### src/rtl/uart_cmd_parser.sv
// uart_cmd_parser: pops line-terminated ASCII commands from the UART RX FIFO, drives LED/RGB, queues 4-byte replies.
module uart_cmd_parser #(
  parameter logic [7:0] TERM_CR = 8'h0D,
  parameter logic [7:0] TERM_LF = 8'h0A
) (
  input  logic       clk,
  input  logic       reset,
  input  logic       rx_empty,
  input  logic [7:0] r_data,
  output logic       rd_uart,
  input  logic       tx_full,
  output logic [7:0] w_data,
  output logic       wr_uart,
  output logic [3:0] led,
  output logic       led_r,
  output logic       led_g,
  output logic       led_b
);
  typedef enum logic [2:0] {IDLE, ARG, TERM, DISCARD, EXEC, RESP} state_t;
  state_t state, state_n;
  logic [1:0] op;
  logic [3:0] arg;
  logic [1:0] idx;
  logic       last;
  logic [7:0] b0, b1;
  logic       is_term, hex_ok, oct_ok, arg_ok, push, load_err;
  logic [3:0] hex_val;
  always_comb begin
    is_term  = r_data == TERM_CR || r_data == TERM_LF;
    hex_ok   = (r_data >= "0" && r_data <= "9") || (r_data >= "A" && r_data <= "F") || (r_data >= "a" && r_data <= "f");
    hex_val  = r_data <= "9" ? r_data[3:0] : r_data[3:0] + 4'd9;
    oct_ok   = r_data >= "0" && r_data <= "7";
    arg_ok   = op == 2'd1 ? oct_ok : hex_ok;
    rd_uart  = !rx_empty && (state == IDLE || state == ARG || state == TERM || state == DISCARD);
    push     = state == RESP && !tx_full && !last;
    state_n  = state;
    case (state)
      IDLE:    if (rd_uart) state_n = is_term ? IDLE : (r_data == "L" || r_data == "C") ? ARG : r_data == "?" ? TERM : DISCARD;
      ARG:     if (rd_uart) state_n = arg_ok ? TERM : is_term ? RESP : DISCARD;
      TERM:    if (rd_uart) state_n = is_term ? EXEC : DISCARD;
      DISCARD: if (rd_uart && is_term) state_n = RESP;
      EXEC:    state_n = RESP;
      RESP:    if (last) state_n = IDLE;
      default: state_n = IDLE;
    endcase
    load_err = state_n == RESP && (state == ARG || state == DISCARD);
  end
  // last holds the FSM in RESP one extra cycle so the final registered push never overlaps a pop
  always_ff @(posedge clk) begin
    if (reset) begin
      state   <= IDLE;
      op      <= '0;
      arg     <= '0;
      idx     <= '0;
      last    <= 1'b0;
      b0      <= '0;
      b1      <= '0;
      w_data  <= '0;
      wr_uart <= 1'b0;
      led     <= '0;
      {led_r, led_g, led_b} <= '0;
    end else begin
      state   <= state_n;
      wr_uart <= push;
      if (push) begin
        w_data <= idx == 2'd0 ? b0 : idx == 2'd1 ? b1 : idx == 2'd2 ? 8'h0D : 8'h0A;
        idx    <= idx == 2'd3 ? idx : idx + 2'd1;
        last   <= idx == 2'd3;
      end
      if (state == IDLE && rd_uart) op <= r_data == "C" ? 2'd1 : r_data == "?" ? 2'd2 : 2'd0;
      if (state == ARG && rd_uart) arg <= op == 2'd1 ? {1'b0, r_data[2:0]} : hex_val;
      if (state == TERM && rd_uart && is_term && op == 2'd0) led <= arg;
      if (state == TERM && rd_uart && is_term && op == 2'd1) {led_r, led_g, led_b} <= arg[2:0];
      if (state == EXEC) begin
        b0   <= op == 2'd2 ? (led < 4'd10 ? {4'h3, led} : 8'h37 + {4'h0, led}) : "O";
        b1   <= op == 2'd2 ? 8'h30 + {5'b0, led_r, led_g, led_b} : "K";
        idx  <= '0;
        last <= 1'b0;
      end
      if (load_err) begin
        b0   <= "E";
        b1   <= "R";
        idx  <= '0;
        last <= 1'b0;
      end
    end
  end
endmodule
### config.mk
export PLATFORM = sky130hd
export DESIGN_NAME = uart_cmd_parser
export DESIGN_NICKNAME = d
export VERILOG_FILES = /design/src/rtl/uart_cmd_parser.sv
export SDC_FILE = /design/constraint.sdc
export NUM_CORES = 1
export LEC_CHECK = 0
export BUFFER_PORTS_ARGS = -buffer_cell sky130_fd_sc_hd__buf_4
export CAP_MARGIN = 20
export CORE_MARGIN = 3
export CORE_UTILIZATION = 51
export CTS_CLUSTER_SIZE = 40
export DETAILED_ROUTE_END_ITERATION = 6
export GPL_ROUTABILITY_DRIVEN = 0
export HOLD_SLACK_MARGIN = 0.02
export PLACE_DENSITY = 0.73
export SLEW_MARGIN = 20
export SYNTH_ARGS = -nofsm -noshare
export SYNTH_HDL_FRONTEND = slang
export SYNTH_SLANG_ARGS = --single-unit
### constraint.sdc
create_clock -name clk -period 1.6 [get_ports clk]
set_input_delay 0.24 -clock clk [delete_from_list [all_inputs] [get_ports clk]]
set_output_delay 0.24 -clock clk [all_outputs]
set_load 0.02 [all_outputs]
; ---- After elaboration in Yosys (flattened, before gate mapping)
; Cells that the tools add are included.
[word_totals]
out_inout_bits = 17
reg_bits = 42
input_bits = 12
wordCells = 104
[op_classes]
reduce_logical = 33
eq_ne = 16
n_lt_le_gt_ge = 8
add_sub_neg = 4
n_mux = 27
n_bitwise = 1
[ops]
columns = operator, count
row1 = $mux 7, 9
row2 = $mux 3, 9
row3 = $pmux 3 s6, 1
row4 = $eq 8x4->1 const B, 2
row5 = $eq 8x7->1 const B, 2
row6 = $ge 8x7->1 const B, 2
row7 = $le 8x6->1 const B, 2
row8 = $le 8x7->1 const B, 2
row9 = $logic_and 1x1->1, 15
row10 = $eq 3x3->1 const B, 3
row11 = $eq 8x6->1 const B, 1
row12 = $ge 8x6->1 const B, 1
row13 = $logic_or 1x1->1, 8
row14 = $mux 2, 4
row15 = $mux 4, 2
row16 = $add 6x3->7 const A, 1
row17 = $add 6x4->7 const A, 1
row18 = $eq 2x2->1 const B, 3
row19 = $eq 3x2->1 const B, 2
row20 = $add 4x4->4 const B, 1
row21 = $eq 2x1->1 const B, 2
row22 = $logic_not 2->1, 2
row23 = $lt 4x4->1 const B, 1
row24 = $eq 3x1->1 const B, 1
row25 = 9 further kinds, 12

; ---- Longest topological paths before layout
[logic_depth]
word_depth = 11
ltp_mapped = 8
mapped_depth_nobuf = 7

; ---- Least setup slack after synthesis
; OpenSTA, ideal clock, no wires.
[synth_timing]
path_kind = register -> register
startpoint = register state[2]
endpoint = register led_g
required_time_ns = 1.472
n_path_buf = 1
arrival_time_ns = 1.458
synth_period_minus_slack_ns = 1.585
slack_ns = 0.015
path_stages_with_launch = 7
setup_time_ns = 0.128
path_cell_list = dfxtp_1 > or2_4 > nor4_4 > and4_1 > buf_4 > mux2i_1 > nor2_1
[synth_via]
elab_chain_len = 8
elab_cells_between_ends = 11
[synth_lines]
columns = item, line
row1 = "start, declared", 20  ; state_t state, state_n;
row2 = "start signal, assigned", 63  ; state <= state_n;
row3 = $eq 3x1->1 or $logic_not 3->1 (tied branches), 34  ; rd_uart = !rx_empty && (state == IDLE || state == ARG || state == TERM || state == DISCARD);
row4 = $logic_or 1x1->1 (3 in series), 34
row5 = $logic_and 1x1->1, 34
row6 = $logic_and 1x1->1 (*) (3 in series), 73  ; if (state == TERM && rd_uart && is_term && op == 2'd1) {led_r, led_g, led_b} <= arg[2:0];
row7 = "end signal, assigned", 73
row8 = "end, declared", 16  ; output logic led_g,
; Every way passes the cells marked *; elsewhere a longest branch is shown, timed or not.
; A chain may end at the register's enable or synchronous reset.

; ---- Final worst setup path
[layout_timing]
startpoint = register state[2]
endpoint = output rd_uart
[layout_via]
elab_chain_len = 5
elab_cells_between_ends = 8
[layout_lines]
columns = item, line
row1 = $eq 3x1->1 or $logic_not 3->1 (tied branches), 34
row2 = $logic_or 1x1->1 (2 in series), 34
row3 = $logic_or 1x1->1 (*), 34
row4 = $logic_and 1x1->1 (*), 34
row5 = "end, declared", 10  ; output logic rd_uart,
; Marked as above.

==> reports/metrics.yaml <==
drtIter0Drc: 89
hold_viol: 0
dp_cells: 361
powerDensity_nw_per_um2: 705
arrival_ns: 1.31
sw_frac_of_total_pct: 25.4
final_common_cell: "buf_4"
cts_tree: "yes"
finalNonFillerCells: 370
grtUsageMet1_pct: 25.8
crit_top_cell: "buf_4"
peakVddDrop_mv: 0.426
dr_total_vias: 2026
numPortBuffers: 27
finalPower_uw: 1940
start_util_pct: 53.7
status: "finished, final reports clean"
cts_made_buffers: 5
fmax_mhz: 646
die_w_um: 71.6
setup_violations: 0
grtUsageTotal_pct: 21.4
slowest_delay_ns: 0.33
firstDrtPassIters: 4
grt_pass1_wl_um: 8850
synthFlopType: "dfxtp_1"
routed_wl_um: 5130
grt_util_met2_pct: 36.8
critPathTopFamily: "buffers and inverters"
grt_start_max_net_pins: 36
syn_nets: 285
area_growth_pct: 25.4
synth-edff-count: 0
place_area_um2: 2630
skew_ns: 0.00233
r2r_slack_ns: 0.07
overflow: 0
insertion_delay_ns: 0.29
synth_cells: 264
fin_hold_ws_ns: 0.331
cts_htree_levels: 2
fin_crit_sh_pct: 96.8
p_int_uw: 1450
final.setup.tns_ns: 0
dieArea_um2: 5120
fin_area_um2: 2750
die_h_um: 71.6
met3_usage_pct: 4.63
slowest_stage: "dfxtp_2"
core-area_um2: 4090
drcViolationCount: 0
reg2reg_depth: 6
seq_area_frac_synth_pct: 37.4
hold_path.class: "in2reg"
worstSetupEndpointType: "output port"
yosysWarnings: 0
crit_type: "reg2out"
cts.sink_count: 41
wl_per_cell_um: 13.9
synth_area_um2: 2190
synth_seq_cells: 41
post_route_cells_drive_above_1_share_pct: 27.2
min_period_ns: 1.55
cp_cell_sequence: "or2_4, buf_4, inv_1, buf_4, buf_6"
comb_power_share_pct: 12.9
async_reset_ff_share_pct: 0
cp_num_buf_inv: 4
required_ns: 1.36
pin_count: 29
cap_violations: 0
grt-busiest-layer: "met2"
grt_pass1_vias: 1943
seq_power_share_pct: 53.7
clk_pin_slew_worst_paths_ns: 0.08
yosysUniqueCellTypes: 56
p_leak_uw: 0.00110
ant_nets: 0
whs_path_depth: 2
diodes: 0
switching_power_uw: 493
place_hpwl_um: 3940
syn_area_per_cell_um2: 8.31
cp-start-kind: "flip-flop"
num_rows: 23
antenna_found_initial: 0
maxSlewViolCount: 0
rsz0062_at_grt: "true"
via_per_inst: 5.48
clockPowerShare_pct: 33.5
critical_path_depth: 5
mostFrequentLayoutCells: "buf_4 (61), dfxtp_1 (40), nor2_1 (34)"
cp_max_fo: 3
root_buffer: "clkbuf_8"
nNetsFinal: 340
cts_buffer_depth: 2
power by group through the flow:
stage | clock (µW) | combinational (µW) | sequential [µW]
after global routing | 716 | 277 | 1040
final | 649 | 249 | 1040
after global placement | 0 | 237 | 1060
after CTS | 670 | 242 | 1040
after detailed placement | 0 | 240 | 1060
after floorplan | 0 | 140 | 1060
path summary, 6_finish.rpt:
| path | startpoint | end |
|---|---|---|
| min | reset | led[1] |
| max reg2reg | state[2] | arg[2] |
| min reg2reg | arg[3] | arg[3] |
| max | state[2] | rd_uart |
worst register-to-register path, stage by stage, from the launching register on:
cell	delay, ns
dfxtp_2	0.33
or2_4	0.25
buf_4	0.15
inv_1	0.07
nand3_1	0.19
o41ai_2	0.33
nor4_1	0.09
per-stage QoR:
| step | setup slack [ns] | util, % |
|---|---|---|
| floorplan | 0.0148 | - |
| global placement | -0.171 | 64.4 |
| detailed placement | -0.259 | 64.4 |
| CTS | 0.00134 | 66.5 |
| global route | -0.00984 | 67.3 |
| finish | 0.0514 | 67.3 |
registers in the layout, indices dropped and copies added (netlist names):
name / count
b1: 7
wr_uart: 1
arg: 4
state: 3
led_r: 1
led_g: 1
idx: 2
w_data: 7
op: 2
led: 4
b0: 7
led_b: 1
last: 1
layer usage:
metal,part of all wire [%],vias to the layer above
met5,0,-
met4,2.2,0
met3,4.0,13
met2,51,41
met1,43,928
li1,-,1044
cells in the mapped netlist, types with 2 or more instances:
master / count / area [µm²]
dfxtp_1: 41 / 821
nand2b_1: 2 / 12.5
nand4_1: 4 / 25.0
nor3b_1: 2 / 15.0
or2_4: 2 / 17.5
inv_1: 12 / 45.0
nand3_1: 4 / 20.0
o22ai_1: 5 / 31.3
nor4_1: 2 / 12.5
buf_2: 3 / 15.0
a31o_2: 2 / 17.5
nor3_1: 8 / 40.0
a31oi_1: 2 / 12.5
o21ai_0: 14 / 70.1
nor2_1: 34 / 128
nor2b_1: 3 / 18.8
a22oi_1: 2 / 15.0
a211oi_1: 5 / 37.5
clkbuf_1: 5 / 18.8
mux2i_1: 15 / 150
xnor2_1: 3 / 26.3
nand2_1: 27 / 101
or3_1: 2 / 12.5
ha_1: 9 / 113
buf_4: 2 / 15.0
a21oi_1: 23 / 115
o211ai_1: 2 / 15.0
what timing repair did:
action                     4_1_cts  5_1_grt
setup buffers                    0        1
hold buffers                     0        0
gates resized for setup          2        6
setup endpoints to repair        3       25
pin swaps                        0        4
kinds of logic after synthesis:
group	share of synthesized area, %
AND/OR/NAND/NOR	24.6
adder cells (fa/ha/maj)	5.13
buffers and inverters	5.82
flip-flops	37.4
XOR/XNOR	1.20
AO/OA/AOI/OAI	18.8
multiplexers	6.85
other	0.171
layout make-up:
class | instances | area, µm²
Sequential cell | 41 | 822
Tap cell | 50 | 62.6
Multi-Input combinational cell | 197 | 1270
Clock inverter | 2 | 10.0
Timing Repair Buffer | 62 | 469
Clock buffer | 6 | 72.6
Inverter | 12 | 45.0
Fill cell | 349 | 1340
Note: power is estimated with default switching activity, not from simulation.
